`config.mk`:
```
export PLATFORM = sky130hd
export DESIGN_NAME = sdram_arbiter
export DESIGN_NICKNAME = d
export VERILOG_FILES = /design/src/rtl/sdram_arbiter.sv
export SDC_FILE = /design/constraint.sdc
export NUM_CORES = 1
export LEC_CHECK = 0
export ABC_AREA = 1
export CORE_MARGIN = 8
export CORE_UTILIZATION = 46
export CTS_CLUSTER_DIAMETER = 120
export DETAILED_ROUTE_END_ITERATION = 8
export PLACE_DENSITY_LB_ADDON = 0.25
export SYNTH_ARGS = -nofsm -noshare
export SYNTH_HDL_FRONTEND = slang
export SYNTH_SLANG_ARGS = --single-unit
```
`constraint.sdc`:
```
create_clock -name clk_clk -period 9.4 [get_ports clk_clk]
set_input_delay 1.88 -clock clk_clk [delete_from_list [all_inputs] [get_ports clk_clk]]
set_output_delay 1.88 -clock clk_clk [all_outputs]
set_load 0.005 [all_outputs]
```
`src/rtl/sdram_arbiter.sv`:
```
// sdram_arbiter: round-robin arbiter sharing one fabric SDRAM slave port
// between an instruction-fetch requester (m0, read-only) and a data
// load/store requester (m1). One transaction is in flight at a time; the
// downstream strobes and fields come straight from registers, and a watchdog
// aborts transactions the fabric never acknowledges.
//
// Handshake: a requester raises its strobe and holds it, with stable
// address/data, until it sees a one-cycle ack; read data is valid only
// while that ack is high. Towards the fabric, sdram_read/sdram_write stay
// high until the cycle in which sdram_acknowledge is sampled high (or the
// watchdog expires), and sdram_read_data is used only in that cycle.
module sdram_arbiter #(
    parameter int ADDR_W  = 16,
    parameter int DATA_W  = 32,
    parameter int TIMEOUT = 255
) (
    input  logic              clk_clk,
    input  logic              reset_reset,
    // m0: instruction fetch
    input  logic [ADDR_W-1:0] m0_address,
    input  logic              m0_read,
    output logic              m0_ack,
    output logic [DATA_W-1:0] m0_read_data,
    // m1: data load/store
    input  logic [ADDR_W-1:0] m1_address,
    input  logic [3:0]        m1_byte_enable,
    input  logic              m1_read,
    input  logic              m1_write,
    input  logic [DATA_W-1:0] m1_write_data,
    output logic              m1_ack,
    output logic [DATA_W-1:0] m1_read_data,
    // fabric side
    output logic [ADDR_W-1:0] sdram_address,
    output logic [3:0]        sdram_byte_enable,
    output logic              sdram_read,
    output logic              sdram_write,
    output logic [DATA_W-1:0] sdram_write_data,
    input  logic              sdram_acknowledge,
    input  logic [DATA_W-1:0] sdram_read_data,
    // status
    output logic              busy,
    output logic              timeout_err,
    output logic [1:0]        dbg_state
);

    typedef enum logic [1:0] {
        IDLE = 2'd0,
        BUSY = 2'd1,
        DONE = 2'd2
    } state_t;

    localparam logic [15:0]       WDOG_LAST = 16'(TIMEOUT - 1);
    localparam logic [DATA_W-1:0] ABORT_WORD = DATA_W'(32'hDEAD_BEEF);

    state_t              state_q, state_d;
    logic [ADDR_W-1:0]   addr_q, addr_d;
    logic [3:0]          be_q, be_d;
    logic [DATA_W-1:0]   wdata_q, wdata_d;
    logic [DATA_W-1:0]   rdata_q, rdata_d;
    logic                rd_stb_q, rd_stb_d;
    logic                wr_stb_q, wr_stb_d;
    logic                grant_q, grant_d;       // 0 = m0, 1 = m1
    logic                last_grant_q, last_grant_d;
    logic [15:0]         wdog_q, wdog_d;
    logic                terr_q, terr_d;

    logic                m0_pend;
    logic                m1_pend;
    logic                pick_m1;

    assign m0_pend = m0_read;
    assign m1_pend = m1_read | m1_write;
    // m1 wins when it is the only requester, or on a tie when m0 went last.
    assign pick_m1 = m1_pend & (~m0_pend | ~last_grant_q);

    // State and datapath registers; reset abandons any transaction at once.
    always_ff @(posedge clk_clk or posedge reset_reset) begin
        if (reset_reset) begin
            state_q      <= IDLE;
            addr_q       <= '0;
            be_q         <= '0;
            wdata_q      <= '0;
            rdata_q      <= '0;
            rd_stb_q     <= 1'b0;
            wr_stb_q     <= 1'b0;
            grant_q      <= 1'b0;
            last_grant_q <= 1'b1;
            wdog_q       <= '0;
            terr_q       <= 1'b0;
        end else begin
            state_q      <= state_d;
            addr_q       <= addr_d;
            be_q         <= be_d;
            wdata_q      <= wdata_d;
            rdata_q      <= rdata_d;
            rd_stb_q     <= rd_stb_d;
            wr_stb_q     <= wr_stb_d;
            grant_q      <= grant_d;
            last_grant_q <= last_grant_d;
            wdog_q       <= wdog_d;
            terr_q       <= terr_d;
        end
    end

    // Next-state logic: arbitrate in IDLE, wait for ack/watchdog in BUSY,
    // present the result for exactly one cycle in DONE.
    always_comb begin
        state_d      = state_q;
        addr_d       = addr_q;
        be_d         = be_q;
        wdata_d      = wdata_q;
        rdata_d      = rdata_q;
        rd_stb_d     = rd_stb_q;
        wr_stb_d     = wr_stb_q;
        grant_d      = grant_q;
        last_grant_d = last_grant_q;
        wdog_d       = wdog_q;
        terr_d       = terr_q;

        case (state_q)
            IDLE: begin
                if (m0_pend || m1_pend) begin
                    grant_d      = pick_m1;
                    last_grant_d = pick_m1;
                    wdog_d       = '0;
                    state_d      = BUSY;
                    if (pick_m1) begin
                        addr_d   = m1_address;
                        be_d     = m1_byte_enable;
                        wdata_d  = m1_write_data;
                        // read+write together is treated as a write
                        wr_stb_d = m1_write;
                        rd_stb_d = ~m1_write;
                    end else begin
                        addr_d   = m0_address;
                        be_d     = 4'hF;
                        wdata_d  = '0;
                        wr_stb_d = 1'b0;
                        rd_stb_d = 1'b1;
                    end
                end
            end
            BUSY: begin
                // An ack in the same cycle the watchdog expires is a success.
                if (sdram_acknowledge) begin
                    rdata_d  = wr_stb_q ? '0 : sdram_read_data;
                    rd_stb_d = 1'b0;
                    wr_stb_d = 1'b0;
                    state_d  = DONE;
                end else if (wdog_q >= WDOG_LAST) begin
                    rdata_d  = ABORT_WORD;
                    rd_stb_d = 1'b0;
                    wr_stb_d = 1'b0;
                    terr_d   = 1'b1;
                    state_d  = DONE;
                end else begin
                    wdog_d = wdog_q + 16'd1;
                end
            end
            DONE: begin
                state_d = IDLE;
            end
            default: begin
                state_d  = IDLE;
                rd_stb_d = 1'b0;
                wr_stb_d = 1'b0;
            end
        endcase
    end

    assign sdram_address     = addr_q;
    assign sdram_byte_enable = be_q;
    assign sdram_write_data  = wdata_q;
    assign sdram_read        = rd_stb_q;
    assign sdram_write       = wr_stb_q;

    assign m0_ack       = (state_q == DONE) & ~grant_q;
    assign m1_ack       = (state_q == DONE) &  grant_q;
    assign m0_read_data = m0_ack ? rdata_q : '0;
    assign m1_read_data = m1_ack ? rdata_q : '0;

    assign busy        = (state_q != IDLE);
    assign timeout_err = terr_q;
    assign dbg_state   = state_q;

endmodule

```
==> impl_results.rst, run 1 <==
.. list-table::
   :header-rows: 1

   * - Metric
     - Value
   * - Outcome
     - complete, no violations
   * - First-pass GRT wire length
     - 25.8 mm
   * - Final Setup Violations
     - 0
   * - Total via count after detailed routing
     - 5217
   * - Mapped Nets
     - 806
   * - Overall overflow remaining after global route
     - 0
   * - Layout Skew
     - 7.51 ps
   * - Worst path arrival time
     - 2170 ps
   * - Mean routed wirelength per cell
     - 15.7 um
   * - Antenna fix cells
     - 0
   * - Crit Path Category
     - reg2out
   * - Number of top-level design ports
     - 230
   * - Setup slack, reg-to-reg
     - 7350 ps
   * - CP startpoint kind
     - register
   * - Initial antenna violation count
     - 0
   * - Worst-margin pin slew
     - 771 ps
   * - Total wire length after detailed routing
     - 16.6 mm
   * - Routability congestion estimate from global placement
     - 0.801
   * - Cts bufs inserted
     - 9
   * - Synthesis warning total
     - 0
   * - Starting utilization of the core area
     - 0.466
   * - GRT Util Overall
     - 0.217
   * - Met2 usage
     - 0.362
   * - # port buffers
     - 229
   * - Critical Path Start
     - dbg_state[1]
   * - Average footprint of a synthesized cell
     - 7.52 sq um
   * - Worst ir drop on vdd
     - 0.145 mV
   * - Final sum of negative setup slack
     - 0 ps
   * - Post-synth design cell area
     - 0.00525 sq mm
   * - Final Slew Violations
     - 0
   * - Via count of the first global-routing pass
     - 5250
   * - Insertion delay of the later-clocked pin in the worst-skew pair
     - 340 ps
   * - Number of antenna-violating nets in the routed design
     - 0
   * - DP Worst Slack
     - 5300 ps
   * - Deepest clock path buffer count
     - 2
   * - Yosys top cell by area
     - dfrtp_1
   * - Hold_sp
     - rdata_q[27]
   * - Cell variety after synth
     - 27
   * - Detailed-placement wirelength estimate
     - 12.5 mm
   * - CTS H-Tree Depth
     - 3
   * - Clock tree from TritonCTS
     - done
   * - Post-Synthesis Cells
     - 698
   * - Buffer cell driving the clock tree root
     - clkbuf_16
   * - Leakage component of the power
     - 0.00381 uW
   * - Cell area power density
     - 262 mW/mm^2
   * - Achievable Freq
     - 0.247 GHz
   * - Normalized max-slew margin
     - 0.486
   * - Met3 demand-to-capacity share in global routing
     - 0.103
   * - Post-Synth XOR/XNOR Area
     - 0.00501
   * - Data required, critical path
     - 7520 ps
   * - Reported max-cap violation count
     - 0
   * - Main combinational cell family by area after synthesis
     - simple AND/OR/NAND/NOR gates
   * - Clock input transition at the sequential cells of the worst setup and hold paths
     - 60 ps
   * - Pin count of the biggest net entering global routing
     - 62
   * - Most Used Layer, Global Route
     - met2
   * - Post-route worst setup slack
     - 5350 ps
   * - Number of buffers inserted by post-CTS setup repair
     - 0
   * - Area fraction in compound gates after synthesis
     - 0.0608
   * - Die boundary width
     - 123 um
   * - Register area share after synthesis
     - 0.510
   * - Share of final-layout standard cells stronger than drive strength 1
     - 0.0558
   * - Core ar.
     - 0.0113 sq mm
   * - Number of flip-flops and latches in the synthesized netlist
     - 107
   * - Final Cycle Share
     - 0.431
   * - Multiplexer area fraction after synthesis
     - 0
   * - Hold-fix buffers, CTS
     - 0
   * - Final hold violations
     - 0
   * - Number of nets in the layout
     - 1017
   * - Hold Path Class
     - reg2reg
   * - RR Startpoint
     - dbg_state[1]
   * - Layout overhead on the synthesized area
     - 50.0%
   * - Area contributors post-synth
     - dfrtp_1 (51%), nand2_1 (16%), nor2_1 (8.5%)
   * - Nature of the critical path endpoint
     - primary output
   * - Fraction of post-synthesis cell area in the top cell type by area
     - 0.505
   * - Hold slack final
     - 474 ps
   * - Synth Area in Simple Gates
     - 0.320
   * - CTS sink cnt
     - 107
   * - Adder-Cell Fraction of Synth Area
     - 0.00477
   * - Vias per Instance
     - 4.94
   * - Total of cells resized after clock tree synthesis
     - 0
   * - Die area
     - 0.0151 sq mm
   * - Remaining design rule violation count
     - 0
   * - M1 GR Usage
     - 0.242
   * - Standard-cell rows
     - 39
   * - Initial DRT Pass Iterations
     - 6
   * - Number of DRC violations after detailed-routing iteration 0
     - 391
   * - Largest fanout on the critical path
     - 32
   * - Die Ht
     - 123 um
   * - Commonest cells after routing, fill and taps aside
     - clkdlybuf4s50_1 (229), nand2_1 (221), nor2_1 (119), dfrtp_1 (106), inv_1 (80)
   * - Final period demand of the worst path
     - 4050 ps
   * - RSZ-0062 raised after global routing
     - no
   * - Commonest non-fill, non-tap cell in the layout
     - clkdlybuf4s50_1
[where the power goes]
group / switching, uW / internal (uW)
logic: 467 / 414
registers: 132 / 645
clock network: 161 / 240
[worst paths after layout]
path,end,depth (start not counted)
hold / removal,rdata_q[27],2
min in group asynchronous,sdram_address[9],2
max in group asynchronous,sdram_write_data[8],3
setup / recovery,m0_read_data[10],6
setup reg to reg,sdram_address[7],6
hold reg to reg,rdata_q[27],2
[metrics by stage]
| step | instances | area [sq um] | total power, uW | util |
|---|---|---|---|---|
| after floorplan | 698 | 5250 | 1220 | - |
| after global placement | 1041 | 7550 | 1630 | 0.670 |
| after detailed placement | 1041 | 7550 | 1670 | 0.670 |
| after CTS | 1057 | 7870 | 2080 | 0.698 |
| after global routing | 1057 | 7870 | 2210 | 0.698 |
| final | 1057 | 7870 | 2060 | 0.698 |
[registers in the layout, indices dropped and copies added, names as in the netlist]
name / count
rdata_q: 32
sdram_write: 1
grant_q: 1
sdram_address: 16
sdram_write_data: 32
sdram_byte_enable: 4
sdram_read: 1
last_grant_q: 1
dbg_state: 2
wdog_q: 16
timeout_err: 1
[metal layers]
metal	up-vias	part of all wire	wire length, um
li1	2528	-	-
met4	0	0.013	209
met3	18	0.14	2380
met2	244	0.47	7880
met1	2427	0.37	6170
met5	-	0	0
[critical path, cell delays in order (launching register included)]
cell and delay (ps):
dfrtp_1 430, inv_2 50, or2_1 260, nor2_2 140, inv_2 220, nor2_1 200, clkdlybuf4s50_1 530
[synth_stat cells]
master,number
nand3b_1,1
nand2_2,13
o21bai_1,2
dfrtp_1,106
or2_1,1
o21ai_0,27
buf_4,8
buf_2,13
buf_6,4
xnor2_1,1
nor2_1,119
a21oi_1,32
inv_2,4
nand2_1,221
nor3_2,1
nand3_1,39
ha_1,2
o21ai_2,1
xor2_1,2
clkbuf_1,8
inv_1,81
nand2_4,2
nor2_2,5
dfstp_2,1
nand3_2,1
nand3_4,1
nor2_4,2
[kinds of logic after synthesis]
kind of cell	after synthesis
compound gates	62
xor+xnor	3
fa+ha+maj	2
buf+inv	118
flops	107
simple gates	406
[area by class of cell]
class	count	area, sq um
fillers	909	3400
clock inverters	5	77.6
well taps	143	179
inverters	85	322
repair buffers	233	2320
multi-input cells	473	2050
flip-flops and latches	107	2680
clock buffers	11	243
Power figures use the tool's default switching activity.
==> run 2, diff against run 1 <==
--- a/config.mk
+++ b/config.mk
@@ -7,7 +7,7 @@
 export LEC_CHECK = 0
 export ABC_AREA = 1
 export CORE_MARGIN = 8
-export CORE_UTILIZATION = 46
+export CORE_UTILIZATION = 38
 export CTS_CLUSTER_DIAMETER = 120
 export DETAILED_ROUTE_END_ITERATION = 8
 export PLACE_DENSITY_LB_ADDON = 0.25
==> constraint.sdc (replaced) <==
create_clock -name clk_clk -period 3.3 [get_ports clk_clk]
set_input_delay 0.66 -clock clk_clk [delete_from_list [all_inputs] [get_ports clk_clk]]
set_output_delay 0.66 -clock clk_clk [all_outputs]
set_load 0.005 [all_outputs]
==> impl_results.rst, run 2 (synthesis results as in run 1) <==
.. list-table::
   :header-rows: 1

   * - Metric
     - Value
   * - Total wire length after detailed routing
     - 16.8 mm (+1.2%)
   * - CTS H-Tree Depth
     - 3 (unchanged)
   * - Clock tree from TritonCTS
     - done
   * - DP Worst Slack
     - 771 ps (-4530 ps)
   * - Standard-cell rows
     - 43 (+10%)
   * - Routability congestion estimate from global placement
     - 0.802 (+0.20%)
   * - Worst path arrival time
     - 2100 ps (-70 ps)
   * - Pin count of the biggest net entering global routing
     - 108 (+74%)
   * - Final hold violations
     - 0 (unchanged)
   * - First-pass GRT wire length
     - 27.0 mm (+4.7%)
   * - Commonest cells after routing, fill and taps aside
     - clkdlybuf4s50_1 (229), nand2_1 (221), nor2_1 (119), dfrtp_1 (106), inv_1 (80)
   * - Remaining design rule violation count
     - 0 (unchanged)
   * - Core ar.
     - 0.0137 sq mm (+21%)
   * - Net load switching power
     - 2190 uW (+190%)
   * - Number of antenna-violating nets in the routed design
     - 0 (unchanged)
   * - Cell area power density
     - 734 mW/mm^2 (+180%)
   * - Total via count after detailed routing
     - 5008 (-4.0%)
   * - Final Setup Violations
     - 0 (unchanged)
   * - Via count of the first global-routing pass
     - 5030 (-4.2%)
   * - Clock network fraction of design power
     - 0.188 (-0.007)
   * - Total of cells resized after clock tree synthesis
     - 0 (unchanged)
   * - Critical Path Start
     - dbg_state[0]
   * - Hold-fix buffers, CTS
     - 0 (unchanged)
   * - Insertion delay of the later-clocked pin in the worst-skew pair
     - 350 ps (about the same)
   * - Number of nets in the layout
     - 1020 (+0.29%)
   * - Layout overhead on the synthesized area
     - 51.1%
   * - Largest fanout on the critical path
     - 32 (unchanged)
   * - Clock input transition at the sequential cells of the worst setup and hold paths
     - 70 ps (about the same)
   * - Die Ht
     - 134 um (+8.7%)
   * - Highest-delay cell along the critical path
     - clkdlybuf4s50_1
   * - Initial antenna violation count
     - 0 (unchanged)
   * - Antenna fix cells
     - 0 (unchanged)
   * - Die boundary width
     - 134 um (+8.7%)
   * - Data required, critical path
     - 2640 ps (-4880 ps)
   * - Final Cycle Share
     - 0.836
   * - Overall overflow remaining after global route
     - 0 (unchanged)
   * - Part of the power in registers
     - 0.369 (-0.009)
   * - Int Pwr
     - 3630 uW (+180%)
   * - Deepest clock path buffer count
     - 2 (unchanged)
   * - Final sum of negative setup slack
     - 0 ps (unchanged)
   * - Normalized max-slew margin
     - 0.502 (+0.0159)
   * - Cts bufs inserted
     - 9 (unchanged)
   * - Worst ir drop on vdd
     - 0.370 mV (+160%)
   * - Layout Skew
     - 8.41 ps (+0.894 ps)
   * - Share of final-layout standard cells stronger than drive strength 1
     - 0.0578 (+0.00200)
   * - Final-layout fill cell count
     - 1279 (+41%)
   * - Crit Path Category
     - reg2out
   * - Relative contribution of combinational cells to total power
     - 0.443 (+0.015)
   * - Proportion of total power due to net switching
     - 0.377 (+0.00740)
   * - Final period demand of the worst path
     - 2760 ps
   * - Nature of the critical path endpoint
     - primary output
   * - Stage delay of the slowest cell on the critical path
     - 530 ps (about the same)
   * - Hold Path Class
     - reg2reg
   * - RSZ-0062 raised after global routing
     - no
   * - Number of top-level design ports
     - 230 (unchanged)
   * - RR Startpoint
     - dbg_state[1]
   * - Buffer cell driving the clock tree root
     - clkbuf_16
   * - Number of buffer and inverter stages on the critical path
     - 2 (-1)
   * - Die area
     - 0.0178 sq mm (+18%)
   * - Ordered list of cells on the worst path
     - or2_1 -> nor2_2 -> inv_2 -> nor2_1 -> clkdlybuf4s50_1
   * - Commonest non-fill, non-tap cell in the layout
     - clkdlybuf4s50_1
   * - Detailed-placement wirelength estimate
     - 12.4 mm (-0.83%)
   * - # port buffers
     - 229 (unchanged)
   * - Hold_sp
     - rdata_q[29]
   * - GRT Util Overall
     - 0.190 (-0.0265)
   * - Number of DRC violations after detailed-routing iteration 0
     - 322 (-18%)
   * - Reported max-cap violation count
     - 0 (unchanged)
   * - Achievable Freq
     - 0.363 GHz
   * - Mean routed wirelength per cell
     - 15.4 um (-2.5%)
   * - Vias per Instance
     - 4.57 (-7.5%)
   * - Starting utilization of the core area
     - 0.384 (-0.0816)
   * - Setup slack, reg-to-reg
     - 1320 ps (-6030 ps)
   * - CP delay by family, top
     - buffers and inverters
   * - Initial DRT Pass Iterations
     - 4 (-2)
   * - Outcome
     - complete, no violations
   * - Final Slew Violations
     - 0 (unchanged)
   * - Leakage component of the power
     - 0.00381 uW (about the same)
   * - CTS sink cnt
     - 107 (unchanged)
   * - Number of buffers inserted by post-CTS setup repair
     - 0 (unchanged)
   * - Worst-margin pin slew
     - 747 ps (-24.6 ps)
   * - Post-route worst setup slack
     - 543 ps (-4800 ps)
   * - CP startpoint kind
     - register
## run 2: routing by layer
metal | up-vias | wire length, um | global-route usage
met5 | - | 0 | 0
met1 | 2255 | 7340 | 0.235
li1 | 2529 | - | -
met3 | 23 | 1840 | 0.0832
met2 | 201 | 7250 | 0.285
met4 | 0 | 408 | 0.0767
## run 2: path summary, 6_finish.rpt
kind                                        end  cells after the start
max                             m0_read_data[4]                      5
min                                 rdata_q[29]                      2
max reg2reg                         rdata_q[20]                      6
min reg2reg                         rdata_q[29]                      2
max in group asynchronous           rdata_q[28]                      3
min in group asynchronous  sdram_write_data[23]                      3
## run 2: worst register-to-register path, cell delays in order, from the launching register on
cell and delay (ps):
dfrtp_1 420, inv_2 60, nand2_1 300, inv_2 500, nand2_4 360, nand2_1 180, nand2_1 60
## run 2: layout make-up
type                    count  area, sq um  area share
clock buffers              11          233      0.0293
well taps                 180          225      0.0284
multi-input cells         473         2050       0.259
flip-flops and latches    107         2680       0.338
clock inverters             5         65.1     0.00820
inverters                  85          323      0.0407
repair buffers            236         2360       0.297
## run 2: per-stage QoR
step           hold slack [ps]  total power [uW]  cells  utilization  cell area (sq um)
2_1_floorplan              442              3490    698            -               5250
5_1_grt                    490              6300   1097        0.580               7930
6_report                   470              5820   1097        0.580               7930
4_1_cts                    476              5910   1097        0.580               7930
3_5_place_dp               458              4790   1081        0.559               7630
3_3_place_gp               454              4750   1081        0.559               7630
## run 2: power groups by stage
stage	Sequential [uW]	Clock, uW	Combinational (uW)
global placement	2160	0	2590
CTS	2160	1130	2630
floorplan	2150	0	1340
global route	2230	1180	2890
finish	2150	1090	2580
detailed placement	2160	0	2620
==> run 3, diff against run 2 <==
--- a/config.mk
+++ b/config.mk
@@ -7,7 +7,7 @@
 export LEC_CHECK = 0
 export ABC_AREA = 1
 export CORE_MARGIN = 8
-export CORE_UTILIZATION = 38
+export CORE_UTILIZATION = 43
 export CTS_CLUSTER_DIAMETER = 120
 export DETAILED_ROUTE_END_ITERATION = 8
 export PLACE_DENSITY_LB_ADDON = 0.25
==> constraint.sdc (replaced) <==
create_clock -name clk_clk -period 2.6 [get_ports clk_clk]
set_input_delay 0.52 -clock clk_clk [delete_from_list [all_inputs] [get_ports clk_clk]]
set_output_delay 0.52 -clock clk_clk [all_outputs]
set_load 0.005 [all_outputs]
==> impl_results.rst, run 3 (synthesis results as in run 1) <==
.. list-table::
   :header-rows: 1

   * - Metric
     - Value
   * - Clock tree from TritonCTS
     - done
   * - Final period demand of the worst path
     - 2500 ps
   * - Largest fanout on the critical path
     - 32 (unchanged)
   * - CP delay by family, top
     - buffers and inverters
   * - Number of buffer and inverter stages on the critical path
     - 2 (unchanged)
   * - Hold-fix buffers, CTS
     - 0 (unchanged)
   * - Worst-margin pin slew
     - 678 ps (-68.8 ps)
   * - First-pass GRT wire length
     - 25.9 mm (-4.1%)
   * - CTS sink cnt
     - 107 (unchanged)
   * - Final Setup Violations
     - 0 (unchanged)
   * - Outcome
     - complete, no violations
   * - CTS H-Tree Depth
     - 3 (unchanged)
   * - Number of buffers inserted by post-CTS setup repair
     - 0 (unchanged)
   * - CP startpoint kind
     - register
   * - Stage delay of the slowest cell on the critical path
     - 530 ps (about the same)
   * - Number of top-level design ports
     - 230 (unchanged)
   * - Post-Route Utilization
     - 0.666 (+0.0853)
   * - Highest-delay cell along the critical path
     - clkdlybuf4s50_1
   * - Starting utilization of the core area
     - 0.439 (+0.0547)
   * - Total via count after detailed routing
     - 5017 (+0.18%)
   * - Core ar.
     - 0.0120 sq mm (-12%)
   * - Register Area
     - 0.00268 sq mm (unchanged)
   * - Share of final-layout standard cells stronger than drive strength 1
     - 0.0630 (+0.00525)
   * - Die Ht
     - 126 um (-5.3%)
   * - Commonest cells after routing, fill and taps aside
     - clkdlybuf4s50_1 (229), nand2_1 (221), nor2_1 (119), dfrtp_1 (106), inv_1 (80)
   * - Multi-input combinational cell area
     - 0.00206 sq mm (+0.61%)
   * - Antenna fix cells
     - 0 (unchanged)
   * - Hold_sp
     - rdata_q[22]
   * - Layout overhead on the synthesized area
     - 51.7%
   * - Overall overflow remaining after global route
     - 0 (unchanged)
   * - Crit Path Category
     - reg2out
   * - Deepest clock path buffer count
     - 2 (unchanged)
   * - Met2 WL
     - 6.96 mm (-3.9%)
   * - Highest routed layer
     - met4
   * - Worst ir drop on vdd
     - 0.496 mV (+34%)
   * - # port buffers
     - 229 (unchanged)
   * - Ordered list of cells on the worst path
     - or2_4 -> nor2_4 -> inv_6 -> nor2_1 -> clkdlybuf4s50_1
   * - Routability congestion estimate from global placement
     - 0.795 (-0.92%)
   * - Die boundary width
     - 126 um (-5.3%)
   * - Buffer cell driving the clock tree root
     - clkbuf_16
   * - Detail Route met3 WL
     - 1.90 mm (+3.0%)
   * - Mean routed wirelength per cell
     - 15.0 um (-2.2%)
   * - Cell area power density
     - 941 mW/mm^2 (+28%)
   * - Insertion delay of the later-clocked pin in the worst-skew pair
     - 340 ps (about the same)
   * - Initial antenna violation count
     - 0 (unchanged)
   * - Die area
     - 0.0160 sq mm (-10%)
   * - Hold Path Class
     - reg2reg
   * - DP Worst Slack
     - 286 ps (-485 ps)
   * - Final Slew Violations
     - 0 (unchanged)
   * - Critical Path Start
     - dbg_state[0]
   * - Number of nets in the layout
     - 1023 (+0.29%)
   * - Number of DRC violations after detailed-routing iteration 0
     - 348 (+8.1%)
   * - Sum of routed wire segments on met1
     - 6.88 mm (-6.4%)
   * - Standard-cell rows
     - 40 (-7.0%)
   * - Initial DRT Pass Iterations
     - 4 (unchanged)
   * - Via count of the first global-routing pass
     - 4978 (-1.0%)
   * - Post-route worst setup slack
     - 97.6 ps (-445 ps)
   * - Reported max-cap violation count
     - 0 (unchanged)
   * - Final hold violations
     - 0 (unchanged)
   * - Worst path arrival time
     - 1980 ps (-120 ps)
   * - Vias per Instance
     - 4.70 (+3.0%)
   * - RSZ-0062 raised after global routing
     - no
   * - RR Startpoint
     - wdog_q[0]
   * - Clock input transition at the sequential cells of the worst setup and hold paths
     - 70 ps (about the same)
   * - Number of antenna-violating nets in the routed design
     - 0 (unchanged)
   * - Remaining design rule violation count
     - 0 (unchanged)
   * - Cts bufs inserted
     - 9 (unchanged)
   * - Commonest non-fill, non-tap cell in the layout
     - clkdlybuf4s50_1
   * - GRT Util Overall
     - 0.201 (+0.0109)
   * - Achievable Freq
     - 0.400 GHz
   * - Data required, critical path
     - 2080 ps (-560 ps)
   * - Total wire length after detailed routing
     - 16.0 mm (-4.9%)
   * - Final-layout fill cell count
     - 1042 (-19%)
   * - Normalized max-slew margin
     - 0.546 (+0.0439)
   * - Detailed-placement wirelength estimate
     - 11.9 mm (-4.1%)
   * - Nature of the critical path endpoint
     - primary output
   * - Layout Skew
     - 7.77 ps (-0.636 ps)
   * - Final Cycle Share
     - 0.962
   * - Leakage component of the power
     - 0.00385 uW (+0.91%)
   * - Pin count of the biggest net entering global routing
     - 108 (unchanged)
run 3: cell types whose count changed in the layout (fill, tap and decap cells not counted), moves of 2 or more:
cell | before | now
nor2_2 | 5 | 3
nor2_4 | 2 | 4
clkbuf_8 | 0 | 2
inv_6 | 1 | 3
buf_4 | 6 | 8
inv_2 | 4 | 2
run 3: what timing repair did:
action / 4_1_cts / 5_1_grt
pin swaps: 0 / 0
resized for setup: 2 / 5
setup endpoints to repair: 61 / 63
run 3: path summary, 6_finish.rpt:
kind | endpoint | slack (ps) | depth (start not counted)
min | rdata_q[22] | 470 | 2
max in group asynchronous | sdram_address[8] | 1490 | 3
max reg2reg | rdata_q[13] | 670 | 9
min reg2reg | rdata_q[22] | 470 | 2
max | m1_read_data[23] | 100 | 5
min in group asynchronous | sdram_address[1] | 680 | 3
run 3: stage by stage:
stage	instances	power (uW)	cell area, sq um	hold WS, ps	setup TNS (ps)
after floorplan	698	4430	5250	442	0
after global placement	1051	6040	7630	453	0
after detailed placement	1051	6110	7630	459	0
after CTS	1067	7570	7950	474	-7.05
after global routing	1067	8080	7960	490	0
final	1067	7500	7960	474	0
run 3: cell type report:
type                       count  share of cell area
sequential                   107               0.336
tap                          147              0.0231
clock inverter                 4             0.00707
timing repair buffer         239               0.300
multi-input combinational    473               0.259
clock buffer                  12              0.0322
inverter                      85              0.0418
run 3: where the power goes:
| part | total (uW) | leakage [uW] | internal [uW] | switching [uW] |
|---|---|---|---|---|
| clock network | 1420 | 0.000153 | 808 | 617 |
| logic | 3350 | 0.00237 | 1570 | 1770 |
| registers | 2730 | 0.00133 | 2330 | 394 |
| total | 7500 | 0.00385 | 4720 | 2780 |
run 3: tightest hold or removal path: cells and delay by family (launching register included):
kind	cells	cell delay, ps
DFF	1	340
and+or+nand+nor	2	100
run 3: metal layers:
metal  vias to the layer above  GRT usage
li1                       2535          -
met1                      2271      0.246
met2                       194      0.305
met3                        17     0.0968
met4                         0     0.0658
met5                         -          0
==> RTL edit (flow settings as in run 2) <==
Make the reset (`reset_reset`) synchronous in one clocked block.
--- a/src/rtl/sdram_arbiter.sv
+++ b/src/rtl/sdram_arbiter.sv
@@ -74,7 +74,7 @@
     assign pick_m1 = m1_pend & (~m0_pend | ~last_grant_q);
 
     // State and datapath registers; reset abandons any transaction at once.
-    always_ff @(posedge clk_clk or posedge reset_reset) begin
+    always_ff @(posedge clk_clk) begin
         if (reset_reset) begin
             state_q      <= IDLE;
             addr_q       <= '0;
Function: differs if reset_reset is asserted again (counterexample within 4 cycles, from zero or initial values and one cycle with reset_reset high); with reset_reset held inactive, the same outputs for 10 cycles.
==> RTL edit against run 2 <==
- core utilization up 2.1 points
- first-iteration DRC count is 16% lower
- clock skew is essentially flat
- design area is 5.9% lower
- sequential cell count is the same
- synthesized area fell by 9.5%
- worst setup slack worse by 0.15 ns
- count of clock-buffer cells in the layout is 1 lower
- routed wire length down 8.2%
- fmax is 5.2% lower
Power is not compared: it rests on default switching activity, and its combinational part moved more than twofold at a synthesized area within 25%.
==> RTL edit: results (changes against run 2) <==
| Metric | Value |
|---|---|
| Asr flop ratio synth | 0% (-100 points) |
| Gpl congestion | 0.801 (-0.12%) |
| Number of fillers in the final layout | 1182 (-7.6%) |
| Placed cell areas | 7140 um^2 (-6.5%) |
| Synth top area cells | dfxtp_1 45%, a21oi_1 14%, nand2_1 13%, nor2_1 10%, inv_1 5.8% |
| Share of layout cells above drive strength 1 | 4.35% (-1.4 points) |
| First-pass GRT wire length | 23900 um (-12%) |
| Hold WC Path Type | reg2reg |
| R2R cell count | 8 (+2) |
| Worst slack, placed | 0.784 ns (+0.0123 ns) |
| Routed Wire Length | 15500 um (-8.2%) |
| DP Wirelength | 11300 um (-8.7%) |
| Critical Path AT | 2.25 ns (+0.15 ns) |
| Critical path peak fanout | 18 (-44%) |
| Commonest cells post-synth | 169 x nand2_1, 133 x a21oi_1, 127 x nor2_1 |
| Final core utilization | 60.1% (+2.1 points) |
| Clock Skew | 0.00806 ns (-0.000350 ns) |
| Pin count of the biggest net entering global routing | 85 (-21%) |
| Via Count | 5020 (+0.24%) |
| Tightest Pin Transition | 0.889 ns (+0.143 ns) |
| GRT Total Usage | 18.3% (-0.66 points) |
| Syn_nets | 811 (+0.62%) |
| DRT Pass-1 Iters | 5 (+1) |
| Final nets | 1022 (+0.20%) |
| Status | complete, no violations |
RTL edit: cells by family after synthesis:
group / share of synthesized area (%)
flops: 45.1
fa+ha+maj: 0.527
xor+xnor: 0.369
buf+inv: 10.5
compound gates: 16.8
simple gates: 26.7
RTL edit: where the power goes:
| part | leakage (uW) | switching [uW] | internal, uW | total [uW] |
|---|---|---|---|---|
| Sequential | 0.000875 | 43.6 | 1370 | 1420 |
| Clock | 0.000163 | 481 | 687 | 1170 |
| Combinational | 0.00173 | 291 | 304 | 596 |
| Total | 0.00277 | 816 | 2370 | 3180 |
RTL edit: final timing paths:
check,from,endpoint
worst max-delay path,dbg_state[1],m1_read_data[23]
worst min-delay path,wdog_q[9],wdog_q[9]
worst max register to register,dbg_state[1],rdata_q[1]
worst min register to register,wdog_q[9],wdog_q[9]
RTL edit: cell type report:
class                   count  share of cell area (%)
repair buffers            239                    31.8
clock inverters             6                    1.17
flip-flops and latches    107                    28.7
inverters                  78                    3.96
well taps                 172                    2.88
multi-input cells         479                    28.3
clock buffers              10                    3.20
RTL edit: critical path, stage by stage (launching register included):
cell,delay (ns)
dfxtp_1,0.44
nand2_1,0.15
nor2_1,0.17
inv_1,0.23
buf_4,0.27
nor2_1,0.11
clkdlybuf4s50_1,0.52
RTL edit: through the flow:
| stage | hold WS [ns] | std cells |
|---|---|---|
| global placement | 0.425 | 1075 |
| detailed placement | 0.428 | 1075 |
| global route | 0.460 | 1091 |
| CTS | 0.441 | 1091 |
| finish | 0.438 | 1091 |
| floorplan | 0.417 | 703 |
RTL edit: metal layers:
layer / vias to the layer above / routed length [um] / track usage [%] / part of all wire (%)
met4: 0 / 275 / 7.13 / 1.8
met2: 199 / 6720 / 28.6 / 43
met5: - / 0 / 0 / 0
met3: 20 / 1850 / 8.03 / 12
li1: 2608 / - / - / -
met1: 2193 / 6620 / 21.8 / 43
